$ cat src/rtl/tie_control_arbiter.sv
// Round-robin sharing of the core's TIE_control word between two requesters; each accepted word is held for HOLD_CYCLES.
// Optional macro TIE_CONTROL_ARB_ACK_EN: leave HOLD early once TIE_status echoes TIE_control, flag sticky ack_timeout otherwise.
module tie_control_arbiter #(
    parameter int W           = 50,
    parameter int HOLD_CYCLES = 4
) (
    input  logic         clk_i,
    input  logic         rst_i,
    input  logic         req0_valid_i,
    input  logic [W-1:0] req0_data_i,
    output logic         req0_ready_o,
    input  logic         req1_valid_i,
    input  logic [W-1:0] req1_data_i,
    output logic         req1_ready_o,
    input  logic [W-1:0] TIE_status_i,
    output logic [W-1:0] TIE_control_o,
    output logic         grant_id_o,
    output logic         busy_o,
    output logic         ack_timeout_o
);
    typedef enum logic {IDLE, HOLD} state_t;

    localparam logic [7:0] CNT_INIT = 8'(HOLD_CYCLES - 1);

    state_t       state_q, state_d;
    logic [7:0]   cnt_q, cnt_d;
    logic         ptr_q, ptr_d;
    logic [W-1:0] ctrl_q, ctrl_d;
    logic         gid_q, gid_d;
    logic         to_q, to_d;
    logic         gnt;
    logic         xfer;
    logic         ack_hit;

`ifdef TIE_CONTROL_ARB_ACK_EN
    localparam logic ACK_EN = 1'b1;
    assign ack_hit = (TIE_status_i == ctrl_q);
`else
    localparam logic ACK_EN = 1'b0;
    logic unused_status;
    assign unused_status = ^TIE_status_i;
    assign ack_hit       = 1'b0;
`endif

    // On contention the requester that was not served last wins.
    always_comb begin
        if (req0_valid_i && req1_valid_i) gnt = ~ptr_q;
        else                              gnt = ~req0_valid_i;
    end

    assign xfer          = (state_q == IDLE) && !rst_i && (req0_valid_i || req1_valid_i);
    assign req0_ready_o  = xfer && !gnt;
    assign req1_ready_o  = xfer && gnt;
    assign TIE_control_o = ctrl_q;
    assign grant_id_o    = gid_q;
    assign busy_o        = (state_q == HOLD);
    assign ack_timeout_o = to_q;

    always_comb begin
        state_d = state_q;
        cnt_d   = cnt_q;
        ptr_d   = ptr_q;
        ctrl_d  = ctrl_q;
        gid_d   = gid_q;
        to_d    = to_q;
        case (state_q)
            IDLE: begin
                if (xfer) begin
                    ctrl_d  = gnt ? req1_data_i : req0_data_i;
                    gid_d   = gnt;
                    ptr_d   = gnt;
                    cnt_d   = CNT_INIT;
                    state_d = HOLD;
                end
            end
            HOLD: begin
                cnt_d = cnt_q - 8'd1;
                // An echo on the final count still counts as an acknowledge.
                if (ack_hit) begin
                    state_d = IDLE;
                end else if (cnt_q == 8'd0) begin
                    state_d = IDLE;
                    to_d    = to_q | ACK_EN;
                end
            end
            default: state_d = IDLE;
        endcase
    end

    always_ff @(posedge clk_i or posedge rst_i) begin
        if (rst_i) begin
            state_q <= IDLE;
            cnt_q   <= '0;
            ptr_q   <= 1'b1;
            ctrl_q  <= '0;
            gid_q   <= 1'b0;
            to_q    <= 1'b0;
        end else begin
            state_q <= state_d;
            cnt_q   <= cnt_d;
            ptr_q   <= ptr_d;
            ctrl_q  <= ctrl_d;
            gid_q   <= gid_d;
            to_q    <= to_d;
        end
    end
endmodule

$ cat config.mk
export PLATFORM = sky130hd
export DESIGN_NAME = tie_control_arbiter
export DESIGN_NICKNAME = d
export VERILOG_FILES = /design/src/rtl/tie_control_arbiter.sv
export SDC_FILE = /design/constraint.sdc
export NUM_CORES = 1
export LEC_CHECK = 0
export BUFFER_PORTS_ARGS = -buffer_cell sky130_fd_sc_hd__buf_4
export CAP_MARGIN = 30
export CORE_UTILIZATION = 44
export DETAILED_ROUTE_END_ITERATION = 12
export GPL_ROUTABILITY_DRIVEN = 0
export MAX_ROUTING_LAYER = met4
export PLACE_DENSITY = 0.86
export SLEW_MARGIN = 10
export SYNTH_ARGS = -nofsm -noshare
export SYNTH_HDL_FRONTEND = slang
export SYNTH_SLANG_ARGS = --single-unit
$ cat constraint.sdc
create_clock -name clk_i -period 3.91 [get_ports clk_i]
set_clock_uncertainty 0.05 [all_clocks]
set_input_delay 0.1955 -clock clk_i [delete_from_list [all_inputs] [get_ports clk_i]]
set_output_delay 0.1955 -clock clk_i [all_outputs]
set_load 0.005 [all_outputs]
== After elaboration in Yosys (flattened, before gate mapping) ==
Index checks and enable logic that the tools add are counted.
Operators by class
  $add $sub $neg: 1
  equal/unequal tests: 1
  muxes and demuxes: 7
  bitwise operators: 3
  reduce and logical (&&, ||, !) cells: 10
Operator list (number)
  $mux 50: 1
  $pmux 8 s2: 1
  $logic_not 8->1: 1
  $mux 8: 1
  $sub 8x1->8 const B: 1
  $logic_and 1x1->1: 5
  $mux 1: 3
  $not 1->1: 3
  $logic_not 1->1: 2
  $ne 2x2->1 const B: 1
  $pmux 1 s2: 1
  $reduce_and 2->1: 1
  $logic_or 1x1->1: 1
Storage, ports and cells
  bits in registers: 61
  output and inout port bits: 55

== Logic depth before layout (Yosys ltp) ==
  depth in word-level cells: 5
  gate-level depth with buffers: 5
  mapped depth without buffers: 5

== Worst setup path before layout ==
OpenSTA, ideal clock, no wires.
  kind: register to register
  start point: register ptr_q
  end point: register ctrl_q[0], in the netlist TIE_control_o[0]
  arrival time: 1.347 ns
  data required time: 3.734 ns
  setup slack: 2.387 ns
  cell stages (with the launch flop): 6
  buffers on the path: 2
  cells stage by stage: dfstp_2 -> nand2_1 -> and3_1 -> buf_2 -> buf_2 -> a221o_1
Between the ends
  cells in the longest elaborated chain, start to end: 3
Ends and longest elaborated chain
  start, declared: RTL line 27  | logic ptr_q, ptr_d;
  start signal, assigned: RTL line 101  | ptr_q <= ptr_d;
  $not 1->1: RTL line 47  | if (req0_valid_i && req1_valid_i) gnt = ~ptr_q;
  $mux 1: RTL line 47
  $mux 50: RTL line 69  | ctrl_d = gnt ? req1_data_i : req0_data_i;
  end signal, assigned: RTL line 102  | ctrl_q <= ctrl_d;
  end, declared: RTL line 28  | logic [W-1:0] ctrl_q, ctrl_d;
Every way passes these cells.
A chain may end at the register's enable or synchronous reset.

== Worst setup path in the final report ==
  start point: register state_q, in the netlist busy_o
  end point: output req1_ready_o
Between the ends
  cells in the longest elaborated chain, start to end: 4
Ends and longest elaborated chain
  start, declared: RTL line 25  | state_t state_q, state_d;
  start signal, assigned: RTL line 99  | state_q <= state_d;
  $not 1->1 (no source line)
  $logic_and 1x1->1 (2 in series): RTL line 51  | assign xfer = (state_q == IDLE) && !rst_i && (req0_valid_i || req1_valid_i);
  $logic_and 1x1->1: RTL line 53  | assign req1_ready_o = xfer && gnt;
  end, declared: RTL line 14  | output logic req1_ready_o,
Every way passes these cells.

==> report_table.html <==
<table>
<tr><th>Metric</th><th>Value</th></tr>
<tr><th colspan="2">Floorplanning</th></tr>
<tr><td>Number of placed I/O pins</td><td>209</td></tr>
<tr><td>Width of the die</td><td>82.80 um</td></tr>
<tr><td>Die outline area</td><td>6856 um2</td></tr>
<tr><td>Row Count</td><td>29</td></tr>
<tr><td>Die Ht</td><td>82.80 um</td></tr>
<tr><td>Starting density of the core</td><td>45.50%</td></tr>
<tr><td>Placeable core area</td><td>6314 um2</td></tr>
<tr><th colspan="2">STA</th></tr>
<tr><td>Number of hold-slack violations in the final timing report</td><td>0</td></tr>
<tr><td>Post-route worst setup slack</td><td>1.628 ns</td></tr>
<tr><td>Max Transition Viols Final</td><td>0</td></tr>
<tr><td>Least-Margin Pin Slew</td><td>0.6406 ns</td></tr>
<tr><td>Highest clock rate</td><td>438.1 MHz</td></tr>
<tr><td>Setup violations, final</td><td>0</td></tr>
<tr><td>Summed negative setup slack over all endpoints</td><td>0 ns</td></tr>
<tr><td>Final critical delay including setup and external delays</td><td>2.282 ns</td></tr>
<tr><td>RSZ-0062 raised after global routing</td><td>false</td></tr>
<tr><td>Final worst path period share</td><td>58.37%</td></tr>
<tr><td>Max-slew headroom</td><td>56.84%</td></tr>
<tr><th colspan="2">Clock tree</th></tr>
<tr><td>CTS tree</td><td>done</td></tr>
<tr><td>CTS Root Buffer Type</td><td>sky130_fd_sc_hd__clkbuf_8</td></tr>
<tr><td>Skew-Pair Late Insertion Delay</td><td>0.33 ns</td></tr>
<tr><td>Clock Path Buffers</td><td>2</td></tr>
<tr><td>Post_cts resized</td><td>0</td></tr>
<tr><td>Clock slew at the register clock pins of the worst setup and hold paths</td><td>0.07 ns</td></tr>
<tr><td>Number of buffers created by CTS</td><td>9</td></tr>
<tr><td>Maximum level of the CTS H-tree</td><td>3</td></tr>
<tr><td>Clock Sink Count</td><td>61</td></tr>
<tr><th colspan="2">Setup path</th></tr>
<tr><td>Maximum fanout count along the critical path</td><td>27</td></tr>
<tr><td>CP endpoint kind</td><td>output pin</td></tr>
<tr><td>Critical path startpoint category</td><td>flop</td></tr>
<tr><td>Capture instance of the worst register-to-register path</td><td>TIE_control_o[11]</td></tr>
<tr><td>Arrival time of data at the critical path endpoint</td><td>2.04 ns</td></tr>
<tr><td>Depth of the worst register-to-register path</td><td>4</td></tr>
<tr><td>FF-to-FF Start</td><td>busy_o</td></tr>
<tr><td>CP max-delay cell</td><td>sky130_fd_sc_hd__and3_2</td></tr>
<tr><td>Data required time at the worst endpoint</td><td>3.66 ns</td></tr>
<tr><td>Cell-by-cell listing of the critical path</td><td>nor2_1, and3_2, buf_16, buf_4</td></tr>
<tr><td>Maximum cell stage delay along the critical path</td><td>0.61 ns</td></tr>
<tr><td>Slack of the worst reg-to-reg path</td><td>1.96 ns</td></tr>
<tr><td>Kind of critical path</td><td>reg -&gt; out</td></tr>
<tr><th colspan="2">Power and ir drop</th></tr>
<tr><td>Power density normalized to cell area</td><td>368.2 nW/um2</td></tr>
<tr><td>Internal power component</td><td>1.280 mW</td></tr>
<tr><td>Switching power as a share of total power</td><td>20.11%</td></tr>
<tr><td>Portion of total power attributed to combinational logic</td><td>13.3%</td></tr>
<tr><td>Static leakage</td><td>2.166 nW</td></tr>
<tr><td>Proportion of power drawn by the clock network</td><td>44.2%</td></tr>
<tr><td>Net switching component of the power</td><td>0.3222 mW</td></tr>
<tr><td>Peak supply drop</td><td>269.3 uV</td></tr>
<tr><td>Sequential share of power</td><td>42.5%</td></tr>
<tr><th colspan="2">Global routing</th></tr>
<tr><td>Global route overflow</td><td>0</td></tr>
<tr><td>Initial antenna violation count</td><td>0</td></tr>
<tr><td>First-pass GRT wire length</td><td>12.70 mm</td></tr>
<tr><td>Maximum number of pins on one net before global-route repair</td><td>56</td></tr>
<tr><td>Global-route usage over all layers</td><td>23.91%</td></tr>
<tr><td>Vias in the first global route</td><td>2596</td></tr>
<tr><th colspan="2">Place</th></tr>
<tr><td>Number of I/O port buffers</td><td>157</td></tr>
<tr><td>Post-Place Setup Slack</td><td>1.830 ns</td></tr>
<tr><td>Post-DP HPWL</td><td>5.222 mm</td></tr>
<tr><th colspan="2">Run status</th></tr>
<tr><td>Status</td><td>finished clean</td></tr>
<tr><th colspan="2">Cells and area</th></tr>
<tr><td>Relative area change from synthesis to final layout</td><td>51.44%</td></tr>
<tr><td>Diodes inserted</td><td>0</td></tr>
<tr><td>Final net count</td><td>535</td></tr>
<tr><td>Fraction of final layout cells sized beyond drive strength 1</td><td>48.44%</td></tr>
<tr><th colspan="2">Min path</th></tr>
<tr><td>Path type of the worst min-delay path</td><td>in -&gt; reg</td></tr>
<tr><td>Critical hold path startpoint</td><td>req0_data_i[44]</td></tr>
<tr><td>Worst-case hold path end point</td><td>TIE_control_o[44]</td></tr>
<tr><td>Instance count along the most critical hold path</td><td>2</td></tr>
<tr><th colspan="2">Drt</th></tr>
<tr><td>Number of vias per cell after detailed routing</td><td>5.573</td></tr>
<tr><td>First drt pass iteration count</td><td>4</td></tr>
<tr><td>Vias post-DR</td><td>2569</td></tr>
<tr><td>Iter 0 DRT Violations</td><td>127</td></tr>
<tr><td>Antenna viol nets, final</td><td>0</td></tr>
<tr><td>Drt total wl</td><td>7.844 mm</td></tr>
<tr><td>Final routed DRC violation total</td><td>0</td></tr>
<tr><td>Average wire per standard cell</td><td>17.02 um</td></tr>
<tr><th colspan="2">Synthesis</th></tr>
<tr><td>Number of enable-type register cells in the synthesized netlist</td><td>0</td></tr>
<tr><td>Per-instance average area after synthesis</td><td>12.49 um2</td></tr>
<tr><td>Post-synth ARST share</td><td>100.0%</td></tr>
<tr><td>Sequential element share of the synthesized area</td><td>53.18%</td></tr>
<tr><td>Summed instance area of the synthesized netlist</td><td>2873 um2</td></tr>
<tr><td>Count of cell types in the netlist</td><td>35</td></tr>
<tr><td>Syn_nets</td><td>386</td></tr>
<tr><td>Total of flip-flops plus latches after synthesis</td><td>61</td></tr>
<tr><td>Cells after synthesis</td><td>230</td></tr>
<tr><td>Most used flip-flop cell after synthesis</td><td>sky130_fd_sc_hd__dfrtp_1</td></tr>
<tr><td>Synthesis Warnings</td><td>0</td></tr>
<tr><th colspan="2">Run</th></tr>
<tr><td>Max-cap check violation count</td><td>0</td></tr>
</table>
[worst max-delay path, delay by kind of cell (launching register included)]
kind / cells / cell delay, ns
buffers and inverters: 2 / 0.38
DFF: 1 / 0.51
and+or+nand+nor: 2 / 0.82
[cell usage in the layout (no fill, tap or decap), types with 2 or more instances in the layout]
cell / synthesis / routed
sky130_fd_sc_hd__nand2_1: 3 / 3
sky130_fd_sc_hd__dfrtp_1: 60 / 60
sky130_fd_sc_hd__a221o_1: 50 / 50
sky130_fd_sc_hd__o21a_1: 50 / 50
sky130_fd_sc_hd__buf_16: 0 / 2
sky130_fd_sc_hd__bufinv_16: 0 / 3
sky130_fd_sc_hd__and2_1: 2 / 2
sky130_fd_sc_hd__clkbuf_8: 0 / 12
sky130_fd_sc_hd__buf_4: 3 / 159
sky130_fd_sc_hd__o21ai_0: 5 / 5
sky130_fd_sc_hd__and3_2: 0 / 2
sky130_fd_sc_hd__a21o_1: 2 / 2
sky130_fd_sc_hd__mux2i_1: 2 / 2
sky130_fd_sc_hd__o211ai_1: 2 / 2
sky130_fd_sc_hd__inv_1: 4 / 3
sky130_fd_sc_hd__nor2_1: 3 / 3
sky130_fd_sc_hd__ha_1: 2 / 2
[worst max-delay path by stage]
stage / startpoint / endpoint / slack (ns) / cells past startpoint
floorplan: rst_i / TIE_control_o[0] / 2.15 / 1
global placement: busy_o / req1_ready_o / 1.85 / 3
detailed placement: busy_o / req1_ready_o / 1.83 / 3
CTS: busy_o / req1_ready_o / 1.48 / 3
global route: busy_o / req1_ready_o / 1.52 / 4
finish: busy_o / req1_ready_o / 1.63 / 4
[cell usage after synthesis (2+ instances only)]
cell type,instances,area [um2]
sky130_fd_sc_hd__a221o_1,50,500.5
sky130_fd_sc_hd__nor2_1,3,11.26
sky130_fd_sc_hd__buf_6,6,67.56
sky130_fd_sc_hd__inv_1,4,15.01
sky130_fd_sc_hd__ha_1,2,25.02
sky130_fd_sc_hd__mux2i_1,2,20.02
sky130_fd_sc_hd__dfrtp_1,60,1501
sky130_fd_sc_hd__clkbuf_1,5,18.77
sky130_fd_sc_hd__nand2_1,3,11.26
sky130_fd_sc_hd__and2_1,2,12.51
sky130_fd_sc_hd__buf_4,3,22.52
sky130_fd_sc_hd__a21o_1,2,15.01
sky130_fd_sc_hd__buf_2,11,55.05
sky130_fd_sc_hd__o211ai_1,2,15.01
sky130_fd_sc_hd__and3_1,2,12.51
sky130_fd_sc_hd__o21ai_0,5,25.02
sky130_fd_sc_hd__o21a_1,50,375.4
[registers in the layout, indices dropped and copies added, names as in the netlist]
signal	cells
busy_o	1
ptr_q	1
grant_id_o	1
cnt_q	8
TIE_control_o	50
[power by group through the flow]
stage	logic, mW	clock network (mW)	registers (mW)
4_1_cts	0.215	0.722	0.680
5_1_grt	0.230	0.751	0.684
6_report	0.213	0.709	0.681
3_3_place_gp	0.207	0	0.690
3_5_place_dp	0.213	0	0.692
2_1_floorplan	0.0675	0	0.693
[metal layers]
| layer | up-vias | routed length (um) | GRT usage [%] |
|---|---|---|---|
| met5 | - | 0 | - |
| met4 | 0 | 169 | 10.50 |
| met3 | 16 | 415 | 4.473 |
| met2 | 108 | 3961 | 37.93 |
| met1 | 1235 | 3297 | 30.05 |
| li1 | 1210 | - | - |
[timing repair]
item,in CTS,in global routing
hold buffers,1,0
buffers inserted,0,0
hold endpoints to repair,25,0
[area by class of cell]
cell class,count,area (um2)
Timing Repair Buffer,163,1279
Sequential cell,61,1528
Tap cell,77,96.34
Clock buffer,13,168.9
Multi-Input combinational cell,140,1174
Fill cell,485,1963
Inverter,4,15.01
Clock inverter,3,90.09
[through the flow]
step / power (mW) / utilization (%) / instance area, um2 / hold WS [ns] / instances
floorplan: 0.7603 / - / 2873 / 0.2904 / 230
global placement: 0.8972 / 63.46 / 4006 / 0.2478 / 441
detailed placement: 0.9048 / 63.77 / 4026 / 0.2551 / 442
CTS: 1.617 / 68.03 / 4295 / 0.02638 / 459
global route: 1.666 / 68.91 / 4350 / 0.02312 / 461
finish: 1.602 / 68.91 / 4350 / 0.04343 / 461
[kinds of logic (layout without fill, tap and decap cells)]
group                      count (synthesis)  in the layout  synth area share [%]
buffers and inverters                     29            183                 6.228
adders and majority gates                  2              2                0.8709
other                                      1              1                0.1305
xor gates and xnor gates                   1              1                0.3049
muxes                                      2              2                0.6969
and+or+nand+nor                           20             20                 4.878
DFF                                       61             61                 53.18
AOI/OAI and AO/OA                        114            114                 33.71
Note: power is estimated with default switching activity, not from simulation.
